**config.mk**
```make
export PLATFORM = sky130hd
export DESIGN_NAME = mem_port_arbiter
export DESIGN_NICKNAME = d
export VERILOG_FILES = /design/src/rtl/mem_port_arbiter.sv
export SDC_FILE = /design/constraint.sdc
export NUM_CORES = 1
export LEC_CHECK = 0
export CORE_MARGIN = 2
export CORE_UTILIZATION = 42
export CTS_CLUSTER_SIZE = 8
export DETAILED_ROUTE_END_ITERATION = 10
export PLACE_DENSITY_LB_ADDON = 0.25
export SYNTH_ARGS = -nofsm -noshare
export SYNTH_HDL_FRONTEND = slang
export SYNTH_SLANG_ARGS = --single-unit
```
**constraint.sdc**
```tcl
create_clock -name iClk -period 1.8 [get_ports iClk]
set_input_delay 0.36 -clock iClk [delete_from_list [all_inputs] [get_ports iClk]]
set_output_delay 0.36 -clock iClk [all_outputs]
set_load 0.03 [all_outputs]
```
**src/rtl/mem_port_arbiter.sv**
```systemverilog
// Two-master arbiter for one single-port memory: level-handshake masters,
// strobe-style memory side with wait states and a hung-access timeout.
module mem_port_arbiter #(
  parameter int ADDR_W  = 32,
  parameter int DATA_W  = 32,
  parameter int TIMEOUT = 16
) (
  input  logic              iClk,
  input  logic              nRst,
  input  logic [ADDR_W-1:0] iM0Addr,
  input  logic [DATA_W-1:0] iM0Data,
  input  logic              iM0Read,
  input  logic              iM0Write,
  output logic [DATA_W-1:0] oM0Data,
  output logic              oM0Rdy,
  output logic              oM0Err,
  input  logic [ADDR_W-1:0] iM1Addr,
  input  logic [DATA_W-1:0] iM1Data,
  input  logic              iM1Read,
  input  logic              iM1Write,
  output logic [DATA_W-1:0] oM1Data,
  output logic              oM1Rdy,
  output logic              oM1Err,
  output logic [ADDR_W-1:0] oMemAddr,
  output logic [DATA_W-1:0] oMemData,
  output logic              oMemRead,
  output logic              oMemWrite,
  input  logic [DATA_W-1:0] iMemData,
  input  logic              iMemRdy,
  output logic [1:0]        oGrant
);

  localparam int CNT_W = (TIMEOUT > 1) ? $clog2(TIMEOUT) : 1;

  typedef enum logic [1:0] {IDLE, BUSY, DONE} state_t;

  state_t           state, nxt_state;
  logic             owner;      // 0 = M0, 1 = M1
  logic             last_m1;    // last-served pointer
  logic             op_write;
  logic [CNT_W-1:0] cnt;
  logic             req0, req1, grant_m1, timeout_hit;

  always_comb begin
    req0        = iM0Read | iM0Write;
    req1        = iM1Read | iM1Write;
    grant_m1    = (req0 && req1) ? ~last_m1 : req1;
    timeout_hit = (cnt == CNT_W'(TIMEOUT - 1));
    nxt_state   = state;
    case (state)
      IDLE:    if (req0 || req1) nxt_state = BUSY;
      BUSY:    if (iMemRdy || timeout_hit) nxt_state = DONE;
      DONE:    nxt_state = IDLE;
      default: nxt_state = IDLE;
    endcase
  end

  always_ff @(posedge iClk) begin
    if (!nRst) state <= IDLE;
    else       state <= nxt_state;
  end

  always_ff @(posedge iClk) begin
    if (!nRst) begin
      owner    <= 1'b0;
      last_m1  <= 1'b1;
      op_write <= 1'b0;
      cnt      <= '0;
      oMemAddr <= '0;
      oMemData <= '0;
      oM0Data  <= '0;
      oM1Data  <= '0;
      oM0Rdy   <= 1'b0;
      oM1Rdy   <= 1'b0;
      oM0Err   <= 1'b0;
      oM1Err   <= 1'b0;
    end else begin
      oM0Rdy <= 1'b0;
      oM1Rdy <= 1'b0;
      oM0Err <= 1'b0;
      oM1Err <= 1'b0;
      case (state)
        IDLE: if (req0 || req1) begin
          owner    <= grant_m1;
          oMemAddr <= grant_m1 ? iM1Addr : iM0Addr;
          oMemData <= grant_m1 ? iM1Data : iM0Data;
          op_write <= grant_m1 ? iM1Write : iM0Write;
          cnt      <= '0;
        end
        BUSY: begin
          // A memory response on the limit cycle still counts as success.
          if (iMemRdy || timeout_hit) begin
            last_m1 <= owner;
            if (owner) begin
              oM1Rdy <= 1'b1;
              oM1Err <= ~iMemRdy;
              if (!op_write) oM1Data <= iMemRdy ? iMemData : '0;
            end else begin
              oM0Rdy <= 1'b1;
              oM0Err <= ~iMemRdy;
              if (!op_write) oM0Data <= iMemRdy ? iMemData : '0;
            end
          end else begin
            cnt <= cnt + CNT_W'(1);
          end
        end
        default: ;
      endcase
    end
  end

  always_comb begin
    oMemRead  = (state == BUSY) && !op_write;
    oMemWrite = (state == BUSY) && op_write;
    oGrant    = (state == BUSY) ? {owner, ~owner} : 2'b00;
  end

endmodule

```
==> metrics.md, run 1 <==
| Metric | Value |
|---|---|
| Post-synth EDFFs | 0 |
| CTS tree | yes |
| Most frequent cells in the layout | clkdlybuf4s50_1, dfxtp_1, nand2_1 |
| Leakage power total | 5.85 nW |
| Largest net degree at the start of global routing | 70 |
| Max frequency | 0.563 GHz |
| CP top delay family | buffers and inverters |
| Syn nets | 853 |
| Yosys reg bits | 141 |
| Yosys top cell by area | dfxtp_1 |
| Die area | 16600 µm² |
| Filler cells | 1225 |
| DRC | 0 |
| CP Data Required Time | 1.44 ns |
| Mapped cell area | 6530 µm² |
| Slowest cell on crit path | clkdlybuf4s50_1 |
| Max cap viols | 0 |
| First-pass GRT wire length | 31200 µm |
| Status | finished, final reports clean |
| CP startpoint kind | flop |
| Final HPWL DP | 13800 µm |
| Clock transition at the registers of the reported paths | 0.06 ns |
| Clk_skew | 0.00605 ns |
| Fin. max-slew vios | 0 |
| Peak VDD IR | 593 µV |
| Area growth syn-to-layout | 60.2% |
| CP bufs+invs | 1 |
| Congestion Overflow GR | 0 |
| Fraction of layout cells with a size suffix above 1 | 7.73% |
| Worst setup EP type | primary output |
| Async set or reset register ratio after synthesis | 0% |
| Critical path class | flop to primary output |
| Longest Clk Path Bufs | 2 |
| Yosys top cell area share | 43.2% |
| Cells after Synth | 685 |
| Iter 0 DRT Violations | 246 |
| Post-Route WL | 20300 µm |
| Final Hold Fails | 0 |
| Seq/Total Area, Yosys | 43.2% |
| Hold Crit Class | input port to flop |
| FF+latch area | 2820 µm² |
| Power Density | 855 nW/µm² |
| Row cnt | 45 |
| Vias in the first global route | 6032 |
| Final setup slack of the worst path | 0.0225 ns |
| Synth top area cells | dfxtp_1, mux2i_1, o311a_1, o21bai_1, a21boi_0 |
| CP Max Fanout | 2 |
| Clock root buffer | clkbuf_16 |
| Period utilization | 98.8% |
| Boundary Pins | 303 |
| Nets | 1125 |
| Ys flop type | dfxtp_1 |
| Drt via density | 5.39 |
| Final-report setup violation count | 0 |
| Netlist cell types | 34 |
| CTS Hold Bufs | 0 |
| Place WS | -0.242 ns |
| Initial Util | 43.0% |
| Antenna cells | 0 |
| Avg Cell Area, Syn | 9.53 µm² |
| Worst path arrival time | 1.42 ns |
| Routed len/inst | 17.6 µm |
| Routability cong. | 0.789 |
| Total Power | 0.00895 W |
| DR vias | 6239 |
| H-tree depth | 4 |
| Synth warn | 0 |
| Core area | 15200 µm² |
| Initial DRT Pass Iterations | 4 |
| Least-Margin Pin Slew | 0.400 ns |
| Worst reg2reg setup slack | 0.08 ns |
| Antenna violations before repair | 0 |
| Unrepaired setup endpoints after global routing | false |
| CTS Buf Count | 17 |
| Slowest stage delay, CP | 0.67 ns |
| Die X-Extent | 129 µm |
| Min cycle time layout | 1.78 ns |
| Commonest non-fill, non-tap cell in the layout | clkdlybuf4s50_1 |
| Clk_lat worst skew | 0.41 ns |
| Antenna-violating nets left | 0 |
| GRT Overall Usage | 23.6% |
| Post-CTS Repair Setup Buffers | 0 |
| Normalized max-slew margin | 73.4% |
| Crit-path cells | clkdlybuf4s50_1 |
| Die Y | 129 µm |
| Clock sink total | 141 |
| # port buffers | 302 |
| Multi-input combinational cell area | 3350 µm² |
-- routing by layer --
layer	part of all wire (%)	GRT usage, %	vias up
met2	48	39.8	236
met3	8.7	8.36	38
met4	2.5	8.70	0
li1	-	-	3047
met1	41	27.8	2918
met5	0	0	-
-- Yosys cell counts (3+ instances only) --
| cell | n |
|---|---|
| a21boi_0 | 58 |
| nor2_1 | 6 |
| nand2_1 | 103 |
| clkbuf_1 | 59 |
| dfxtp_1 | 141 |
| buf_6 | 11 |
| a21boi_1 | 8 |
| and2_1 | 4 |
| and3_1 | 64 |
| buf_2 | 7 |
| or2_1 | 3 |
| o22ai_1 | 5 |
| o311a_1 | 64 |
| o21bai_1 | 64 |
| mux2i_1 | 66 |
-- path summary, 6_finish.rpt --
check / from / endpoint / cells after the start
min reg2reg: oM1Data[3] / oM1Data[3] / 2
max reg2reg: state[1] / oMemData[1] / 4
max: oM1Data[2] / oM1Data[2] / 1
min: nRst / op_write / 2
-- layout make-up --
class | count | share of cell area, %
Tap cell | 188 | 2.25
Clock buffer | 20 | 4.46
Multi-Input combinational cell | 466 | 32.1
Sequential cell | 141 | 27.0
Clock inverter | 12 | 0.825
Timing Repair Buffer | 330 | 33.4
Inverter | 1 | 0.0359
-- cells by family (layout without fill, tap and decap cells) --
family,after synthesis,count (layout),synth area share (%)
multiplexers,66,66,10.1
adder cells (fa/ha/maj),1,1,0.192
AO/OA/AOI/OAI,206,206,26.1
flip-flops,141,141,43.2
AND/OR/NAND/NOR,193,193,14.5
buffers and inverters,78,363,5.88
-- registers in the layout (all words and copies together) (netlist names) --
register	cells
cnt	4
last_m1	1
oM0Data	32
oM0Err	1
oM0Rdy	1
oM1Data	32
oM1Err	1
oM1Rdy	1
oMemAddr	32
oMemData	32
op_write	1
owner	1
state	2
-- power breakdown --
part | internal (W) | switching [W]
logic | 0.00109 | 0.00115
clock network | 0.00188 | 0.00139
registers | 0.00334 | 0.000104
-- repair_timing --
| item | 4_1_cts | 5_1_grt |
|---|---|---|
| endpoints found under the setup margin | 65 | 94 |
| pin swaps | 0 | 0 |
| gates cloned | 0 | 1 |
| resized for setup | 68 | 64 |
-- per-stage QoR --
step / std cells / setup TNS [ns] / util [%] / hold slack (ns) / instance area (µm²)
2_1_floorplan: 685 / 0 / - / 0.432 / 6530
3_3_place_gp: 1125 / -22.20 / 64.5 / 0.444 / 9800
3_5_place_dp: 1125 / -25.17 / 64.5 / 0.451 / 9800
4_1_cts: 1157 / 0 / 67.7 / 0.284 / 10300
5_1_grt: 1158 / 0 / 68.8 / 0.297 / 10500
6_report: 1158 / 0 / 68.8 / 0.300 / 10500
Note: power is estimated with default switching activity, not from simulation.
==> run 2: changes to the inputs <==
Settings changed: CORE_ASPECT_RATIO set to 0.5.
==> run 2 against run 1 <==
  * Power grew 1.5%
  * Critical endpoint is now oMemAddr[25]
  * Largest cell class unchanged
  * Sequential cell count is the same
  * Critical path type unchanged
  * Setup slack better by 0.0094 ns
  * Non-clock buffer count shrank 3
  * Highest routed layer unchanged
  * Die area grew 0.37%
  * Clock power up 4%
  * First-iteration DRC count grew 27%
  * Largest power group unchanged
==> metrics.md, run 2 (synthesis gave the netlist of run 1 again) <==
| Metric | Value |
|---|---|
| Normalized max-slew margin | 72.3% (-1.1 points) |
| Clock sink total | 141 (unchanged) |
| Clk_skew | 0.00942 ns (+0.00337 ns) |
| Max cap viols | 0 (unchanged) |
| Nets | 1122 (-0.27%) |
| Crit-path cells | clkdlybuf4s50_1 |
| Switching share of power | 31.0% (+1.4 points) |
| Filler cells | 1197 (-2.3%) |
| H-tree depth | 4 (unchanged) |
| Final-report setup violation count | 0 (unchanged) |
| Fin cells | 1171 (+1.1%) |
| Worst setup EP type | primary output |
| Reg-to-reg critical path startpoint | state[1] |
| RR Endpoint | oMemData[17] |
| CP Data Required Time | 1.44 ns (about the same) |
| CTS Hold Bufs | 0 (unchanged) |
| Fin. max-slew vios | 0 (unchanged) |
| Leakage power total | 5.84 nW (-0.18%) |
| Clock transition at the registers of the reported paths | 0.07 ns (about the same) |
| CP Max Fanout | 2 (unchanged) |
| Vias in the first global route | 6153 (+2.0%) |
| Routability cong. | 0.807 (+2.2%) |
| Antenna-violating nets left | 0 (unchanged) |
| Die Y | 92.2 µm (-28%) |
| Unrepaired setup endpoints after global routing | false |
| Boundary Pins | 303 (unchanged) |
| Slowest stage delay, CP | 0.67 ns (about the same) |
| Initial DRT Pass Iterations | 4 (unchanged) |
| Most frequent cells in the layout | clkdlybuf4s50_1, dfxtp_1, nand2_1 |
| DRC | 0 (unchanged) |
| Final setup slack of the worst path | 0.0319 ns (+0.00939 ns) |
| Max frequency | 0.566 GHz (+0.53%) |
| Drt via density | 5.33 (-1.0%) |
| Critical path class | flop to primary output |
| Clock root buffer | clkbuf_16 |
| Final HPWL DP | 13500 µm (-1.8%) |
| First-pass GRT wire length | 31300 µm (+0.13%) |
| Area growth syn-to-layout | 60.4% |
| CTS Buf Count | 17 (unchanged) |
| CTS tree | yes |
| Fraction of layout cells with a size suffix above 1 | 7.45% (-0.29 points) |
| CP bufs+invs | 1 (unchanged) |
| Power Density | 867 nW/µm² (+1.3%) |
| Finished Cell Area | 10500 µm² (+0.17%) |
| Min cycle time layout | 1.77 ns (-0.00939 ns) |
| Status | finished, final reports clean |
| Longest Clk Path Bufs | 2 (unchanged) |
| Place WS | -0.273 ns (-0.0311 ns) |
| Worst path arrival time | 1.41 ns (about the same) |
| DR vias | 6245 (+0.096%) |
| Slowest cell on crit path | clkdlybuf4s50_1 |
| Die X-Extent | 180 µm (+40%) |
| Period utilization | 98.2% (-0.52 points) |
| CP top delay family | buffers and inverters |
| Core area | 15300 µm² (+0.61%) |
| GRT Overall Usage | 23.1% (-0.57 points) |
| Congestion Overflow GR | 0 (unchanged) |
| Commonest non-fill, non-tap cell in the layout | clkdlybuf4s50_1 |
| Sequential Power Share | 37.9% (-0.6 points) |
| Routed len/inst | 17.3 µm (-1.7%) |
| Worst Hold End | state[1] |
| CP startpoint kind | flop |
| WHS Path Cells | 3 (+1) |
| Int Power | 0.00627 W (-0.57%) |
| Initial Util | 42.7% (-0.26 points) |
| Antenna violations before repair | 0 (unchanged) |
| Placed instance count | 1138 (+1.2%) |
| Antenna cells | 0 (unchanged) |
| Row cnt | 32 (-29%) |
| Placed inst area | 9820 µm² (+0.15%) |
| Hold Crit Class | input port to flop |
| Post-Route WL | 20200 µm (-0.57%) |
| Iter 0 DRT Violations | 312 (+27%) |
| Largest net degree at the start of global routing | 71 (+1.4%) |
| Logic pwr share | 24.6% (-0.4 points) |
| Peak VDD IR | 632 µV (+6.6%) |
| Clk_lat worst skew | 0.41 ns (about the same) |
| Least-Margin Pin Slew | 0.415 ns (+0.0144 ns) |
| Clock share of power | 37.4% (+0.9 points) |
| Switching power total | 0.00281 W (+6.4%) |
| Final core occ | 68.5% (-0.30 points) |
| Total Power | 0.00908 W (+1.5%) |
| # port buffers | 302 (unchanged) |
| R2r worst-path depth | 4 (unchanged) |
| Hold Path Origin | nRst |
| Final Hold Fails | 0 (unchanged) |
| Worst reg2reg setup slack | 0.07 ns (about the same) |
| Die area | 16600 µm² (+0.37%) |
| Post-CTS Repair Setup Buffers | 0 (unchanged) |
[run 2: per-layer routing]
metal | up-vias | GRT usage [%] | part of all wire (%)
li1 | 3047 | - | -
met1 | 2970 | 27.7 | 43
met2 | 194 | 40.5 | 49
met3 | 34 | 5.24 | 5.3
met4 | 0 | 8.67 | 2.3
met5 | - | 0 | 0
[run 2: power groups by stage]
stage	logic [W]	registers (W)	clock network, W
floorplan	0.000892	0.00392	0
global placement	0.00228	0.00352	0
detailed placement	0.00231	0.00352	0
CTS	0.00225	0.00345	0.00350
global route	0.00238	0.00347	0.00363
finish	0.00224	0.00345	0.00340
[run 2: what timing repair did]
| action | CTS | global route |
|---|---|---|
| endpoints found under the setup margin | 69 | 94 |
| pin swaps | 0 | 0 |
| gates cloned | 0 | 1 |
| resized for setup | 76 | 64 |
[run 2: stage by stage]
step / hold slack (ns) / setup TNS (ns)
detailed placement: 0.451 / -26.92
global placement: 0.444 / -22.78
global route: 0.426 / 0
finish: 0.401 / 0
CTS: 0.387 / 0
floorplan: 0.432 / 0
[run 2: final cells by class]
| class | instances | area [µm²] | share of cell area (%) |
|---|---|---|---|
| Clock inverter | 15 | 146 | 1.40 |
| Sequential cell | 141 | 2820 | 26.9 |
| Inverter | 1 | 3.75 | 0.0358 |
| Tap cell | 204 | 255 | 2.44 |
| Clock buffer | 17 | 425 | 4.06 |
| Timing Repair Buffer | 327 | 3470 | 33.1 |
| Multi-Input combinational cell | 466 | 3350 | 32.0 |
[run 2: worst max path at each step]
stage / end / cells past startpoint / startpoint / slack (ns)
floorplan: oM0Data[0] / 6 / cnt[0] / 0.17
global placement: oMemData[29] / 5 / iM0Read / -0.22
detailed placement: oMemAddr[8] / 5 / iM1Read / -0.27
CTS: oM0Data[13] / 1 / oM0Data[13] / 0.0003
global route: oMemWrite / 3 / state[0] / 0.0006
finish: oMemAddr[25] / 1 / oMemAddr[25] / 0.03
